`src/rtl/lc3_mem_seq.sv`:
```
// rtl/lc3_mem_seq.sv - LC-3 sequencer for LD/LDI/LDR/ST/STI/STR/LEA/JSR address generation and memory access
module lc3_mem_seq #(
   parameter int TIMEOUT = 16
) (
   input  logic        clk,
   input  logic        rst_n,
   input  logic        start,
   input  logic [15:0] ir,
   input  logic [15:0] sr_data,
   input  logic [15:0] eab_out,
   input  logic [15:0] mem_rdata,
   input  logic        mem_ack,
   output logic        sel_eab1,
   output logic [1:0]  sel_eab2,
   output logic [2:0]  base_r,
   output logic [2:0]  sr_sel,
   output logic [2:0]  dr,
   output logic        mem_req,
   output logic        mem_we,
   output logic [15:0] mem_addr,
   output logic [15:0] mem_wdata,
   output logic        busy,
   output logic        done,
   output logic        err,
   output logic [15:0] result,
   output logic        reg_we,
   output logic        pc_load
);

   localparam int WW = (TIMEOUT < 2) ? 1 : $clog2(TIMEOUT);
   localparam logic [WW-1:0] LIMIT = WW'(TIMEOUT - 1);

   typedef enum logic [2:0] {IDLE, EA, IND, READ, WRITE, DONE} state_t;
   typedef enum logic [3:0] {K_ILL, K_LD, K_LDI, K_LDR, K_LEA, K_ST, K_STI, K_STR, K_JSR} kind_t;

   // JSR is only legal in its PC-relative form (bit 11 set); JSRR falls through to illegal.
   function automatic kind_t decode(input logic [15:0] w);
      casez (w)
         16'b0010_????_????_????: return K_LD;
         16'b1010_????_????_????: return K_LDI;
         16'b0110_????_????_????: return K_LDR;
         16'b1110_????_????_????: return K_LEA;
         16'b0011_????_????_????: return K_ST;
         16'b1011_????_????_????: return K_STI;
         16'b0111_????_????_????: return K_STR;
         16'b0100_1???_????_????: return K_JSR;
         default:                 return K_ILL;
      endcase
   endfunction

   state_t         state, stateNext;
   logic [15:0]    irQ, mar, resultQ;
   logic           errQ;
   logic [WW-1:0]  waitCnt;
   kind_t          kind;
   logic           memState, timeoutHit;

   assign kind       = decode(irQ);
   assign memState   = (state == IND) || (state == READ) || (state == WRITE);
   assign timeoutHit = memState && (waitCnt == LIMIT) && !mem_ack;

   always_comb begin
      stateNext = state;
      sel_eab1  = 1'b0;
      sel_eab2  = 2'b00;
      mem_req   = 1'b0;
      mem_we    = 1'b0;
      mem_addr  = 16'h0000;
      mem_wdata = 16'h0000;
      case (state)
         IDLE: begin
            if (start) stateNext = (decode(ir) == K_ILL) ? DONE : EA;
         end
         EA: begin
            case (kind)
               K_LDR, K_STR: begin
                  sel_eab1 = 1'b1;
                  sel_eab2 = 2'b01;
               end
               K_JSR:   sel_eab2 = 2'b11;
               default: sel_eab2 = 2'b10;
            endcase
            case (kind)
               K_LDI, K_STI: stateNext = IND;
               K_LD, K_LDR:  stateNext = READ;
               K_ST, K_STR:  stateNext = WRITE;
               default:      stateNext = DONE;
            endcase
         end
         IND: begin
            mem_req  = 1'b1;
            mem_addr = mar;
            if (mem_ack)         stateNext = (kind == K_LDI) ? READ : WRITE;
            else if (timeoutHit) stateNext = DONE;
         end
         READ: begin
            mem_req  = 1'b1;
            mem_addr = mar;
            if (mem_ack || timeoutHit) stateNext = DONE;
         end
         WRITE: begin
            mem_req   = 1'b1;
            mem_we    = 1'b1;
            mem_addr  = mar;
            mem_wdata = sr_data;
            if (mem_ack || timeoutHit) stateNext = DONE;
         end
         DONE:    stateNext = IDLE;
         default: stateNext = IDLE;
      endcase
   end

   always_ff @(posedge clk or negedge rst_n) begin
      if (!rst_n) begin
         state   <= IDLE;
         irQ     <= 16'h0000;
         mar     <= 16'h0000;
         resultQ <= 16'h0000;
         errQ    <= 1'b0;
         waitCnt <= '0;
      end else begin
         state <= stateNext;
         // Every state change re-arms the wait counter, so each memory phase gets a full budget.
         if (stateNext != state)          waitCnt <= '0;
         else if (memState && !mem_ack)   waitCnt <= waitCnt + WW'(1);
         case (state)
            IDLE: begin
               if (start) begin
                  irQ  <= ir;
                  errQ <= (decode(ir) == K_ILL);
               end
            end
            EA: begin
               mar <= eab_out;
               if (kind == K_LEA || kind == K_JSR) resultQ <= eab_out;
            end
            IND: begin
               if (mem_ack)         mar  <= mem_rdata;
               else if (timeoutHit) errQ <= 1'b1;
            end
            READ: begin
               if (mem_ack)         resultQ <= mem_rdata;
               else if (timeoutHit) errQ    <= 1'b1;
            end
            WRITE: begin
               if (timeoutHit) errQ <= 1'b1;
            end
            default: ;
         endcase
      end
   end

   assign busy    = (state != IDLE);
   assign done    = (state == DONE);
   assign err     = done && errQ;
   assign reg_we  = done && !errQ &&
                    (kind == K_LD || kind == K_LDI || kind == K_LDR || kind == K_LEA);
   assign pc_load = done && !errQ && (kind == K_JSR);
   assign result  = resultQ;
   assign base_r  = irQ[8:6];
   assign sr_sel  = irQ[11:9];
   assign dr      = irQ[11:9];

endmodule

```
`config.mk`:
```
export PLATFORM = sky130hd
export DESIGN_NAME = lc3_mem_seq
export DESIGN_NICKNAME = d
export VERILOG_FILES = /design/src/rtl/lc3_mem_seq.sv
export SDC_FILE = /design/constraint.sdc
export NUM_CORES = 1
export LEC_CHECK = 0
export BUFFER_PORTS_ARGS = -buffer_cell sky130_fd_sc_hd__buf_4
export CORE_MARGIN = 2
export CORE_UTILIZATION = 30
export DETAILED_ROUTE_END_ITERATION = 7
export PLACE_DENSITY = 0.54
export SYNTH_ARGS = -nofsm -noshare
export SYNTH_HDL_FRONTEND = slang
export SYNTH_SLANG_ARGS = --single-unit
```
`constraint.sdc`:
```
create_clock -name clk -period 2.6 [get_ports clk]
set_input_delay 0.39 -clock clk [delete_from_list [all_inputs] [get_ports clk]]
set_output_delay 0.39 -clock clk [all_outputs]
set_load 0.005 [all_outputs]
```
==> metrics.txt <==
Setup violations, final=0; height of the die=about 100 microns; pre-CTS setup slack=about 0.51 ns; area post-placement=about 4000 sq um; PostCTS Resize Cnt=0; Hold Path Class=in -> async; clock tree buffer depth=2; share of the yosys chip area belonging to registers=about two fifths; DRC viols=0; #FFs+latches synth=50; GRT Total Usage=14.1%; Peak VDD IR=~0.00042 V; Starting DRT DRC Count=95; first-pass GRT wire length=12500 microns; area grow syn2layout=38.0%; # hold bufs at CTS=0; Mean Syn Cell Area=10.5 sq um; Clk Latency, worst-skew pair=between 0.3 and 0.4 ns; leading cell type in the layout, fill and taps excluded=buf_4; Post-synth EDFFs=0; Yosys cell types=48; Final WS setup=around 0.18 ns; Post-CTS Setup Bufs=0; WP data arrival=just over 2 ns; Crit Path Class=reg -> out; MaxCap Viol Count=0; Slew Limit Fails=0; setup TNS=0 ns; proportion of layout cells with a drive suffix above 1=49.3%; finished layout cell area=4130 sq um; ANT nets after route=0; Required @ worst endpoint=2.21 ns; Root Driver=clkbuf_8; Routed WL per cell=approximately 14 microns; Congestion Overflow GR=0; Cells after DPL=about 530; worst hold slack=0.0979 ns; Core ar.=9730 sq um; Cells after Synth=between 200 and 300; Power Dens Cells=1020 nW/um^2; Lkg Pwr=around 1.9 nW; nets=about 470; port bufs=roughly 130; Final Hold Viols=0; Max Clock Skew=~0.014 ns; vias in the first global route=between 2000 and 2500; fin crit share=between 90% and 100%; slew of the pin with the lowest slew margin=0.656 ns; RSZ-0062 raised after global routing=false; Die ar.=~11000 sq um; Critical Path Sink Type=output pin; CTS Buf Count=5; vias per cell=roughly 4.6; vias=between 2000 and 2500; initial antenna violation count=0; status=complete, no violations; global placement routability congestion=between 0.7 and 0.8; Worst-path clk slew=approximately 0.10 ns; largest net degree at the start of global routing=51; fmax=414 MHz; DR pass1 iterations=4; clk sinks=50; CP Max Fanout=20; worst slew margin relative to its limit=56.3%; total wire length=roughly 7600 microns; net count after synthesis=between 300 and 400; Setup crit start kind=flip-flop; Main synth FF type=dfrtp_1; Tmin final=between 2 and 2.5 ns; filler instances=about 1000; ys async rst share=100%; warnings from Yosys=0; final cell count without fillers=537; starting density of the core=30.7%; die width=~100 microns; ant diodes=0; Final HPWL DP=~5600 microns; Mapped Area=2990 sq um; Rows=36; CTS tree=done; num ports=between 100 and 150; Clock H-tree levels=2; most frequent cells in the layout=buf_4, dfrtp_1, mux2_2
==> registers in the layout (all words and copies together) (netlist names) <==
signal,count
errQ,1
irQ,10
mar,16
result,16
state,3
waitCnt,4
==> critical path, cell delays in order, from the launching register on <==
cell     delay [ns]
dfrtp_1        0.38
or3b_1         0.53
inv_4          0.21
nor2_1         0.07
buf_4          0.20
and2b_1        0.22
buf_4          0.11
==> through the flow <==
stage          utilization (%)  power [mW]
3_3_place_gp              41.3        3.70
4_1_cts                   42.4        4.26
3_5_place_dp              41.3        3.72
6_report                  42.4        4.19
2_1_floorplan                -        2.78
5_1_grt                   42.4        4.55
==> layout make-up <==
cell class,instances,area (sq um),share of cell area (%)
multi-input combinational,202,1540,37.4
inverter,6,25.0,0.606
clock inverter,1,8.76,0.212
timing repair buffer,138,1040,25.1
sequential,50,1250,30.3
clock buffer,7,96.3,2.33
tap,133,166,4.03
==> path summary, 6_finish.rpt <==
path	startpoint	to	slack (ns)	cells after the start
max	state[0]	mem_addr[7]	0.18	6
min	rst_n	result[14]	0.1	1
max reg2reg	state[1]	result[12]	0.64	7
min reg2reg	mar[11]	mar[11]	0.48	2
max in group asynchronous	rst_n	irQ[15]	2.05	1
min in group clk	ir[15]	irQ[15]	0.31	3
==> cell usage after synthesis, types with 2 or more instances <==
| master | number | area share [%] |
|---|---|---|
| a31oi_1 | 2 | 0.42 |
| nand2b_1 | 4 | 0.84 |
| buf_4 | 12 | 3.0 |
| nand2_1 | 25 | 3.1 |
| nor2_1 | 8 | 1.0 |
| clkbuf_1 | 3 | 0.38 |
| mux2_4 | 10 | 5.0 |
| nor2b_1 | 15 | 3.1 |
| inv_1 | 5 | 0.63 |
| nand3b_1 | 2 | 0.50 |
| dfrtp_1 | 50 | 42 |
| nor3b_1 | 2 | 0.50 |
| xnor2_1 | 2 | 0.59 |
| and3_1 | 2 | 0.42 |
| mux2_2 | 31 | 12 |
| o31ai_1 | 2 | 0.50 |
| and2b_1 | 4 | 1.0 |
| nor4_1 | 2 | 0.42 |
| nand3_1 | 3 | 0.50 |
| buf_2 | 6 | 1.0 |
| nor3_1 | 7 | 1.2 |
| o211ai_1 | 3 | 0.75 |
| buf_6 | 3 | 1.1 |
| o21ai_0 | 20 | 3.3 |
| mux2i_1 | 16 | 5.4 |
| and2_1 | 16 | 3.3 |
| a21oi_1 | 8 | 1.3 |
==> routing by layer <==
metal / up-vias / track usage, % / wire, microns
li1: 1218 / - / -
met1: 1164 / 17.6 / 3270
met2: 83 / 24.6 / 3730
met3: 6 / 3.59 / 520
met4: 0 / 3.19 / 71
met5: - / 0 / 0
==> power breakdown <==
| group | internal [mW] | switching (mW) |
|---|---|---|
| registers | 1.14 | 0.234 |
| clock network | 0.245 | 0.280 |
| logic | 1.27 | 1.01 |
| total | 2.66 | 1.53 |
==> cell families (layout without fill, tap and decap cells) <==
kind of cell | count (synthesis) | after routing | share of synthesized area, %
and+or+nand+nor | 95 | 95 | 17.6
muxes | 57 | 57 | 22.1
DFF | 50 | 50 | 41.9
AOI/OAI and AO/OA | 46 | 46 | 10.2
buffers and inverters | 32 | 152 | 7.03
xor gates and xnor gates | 3 | 3 | 0.879
adders and majority gates | 1 | 1 | 0.419
(Power assumes the default switching activity.)
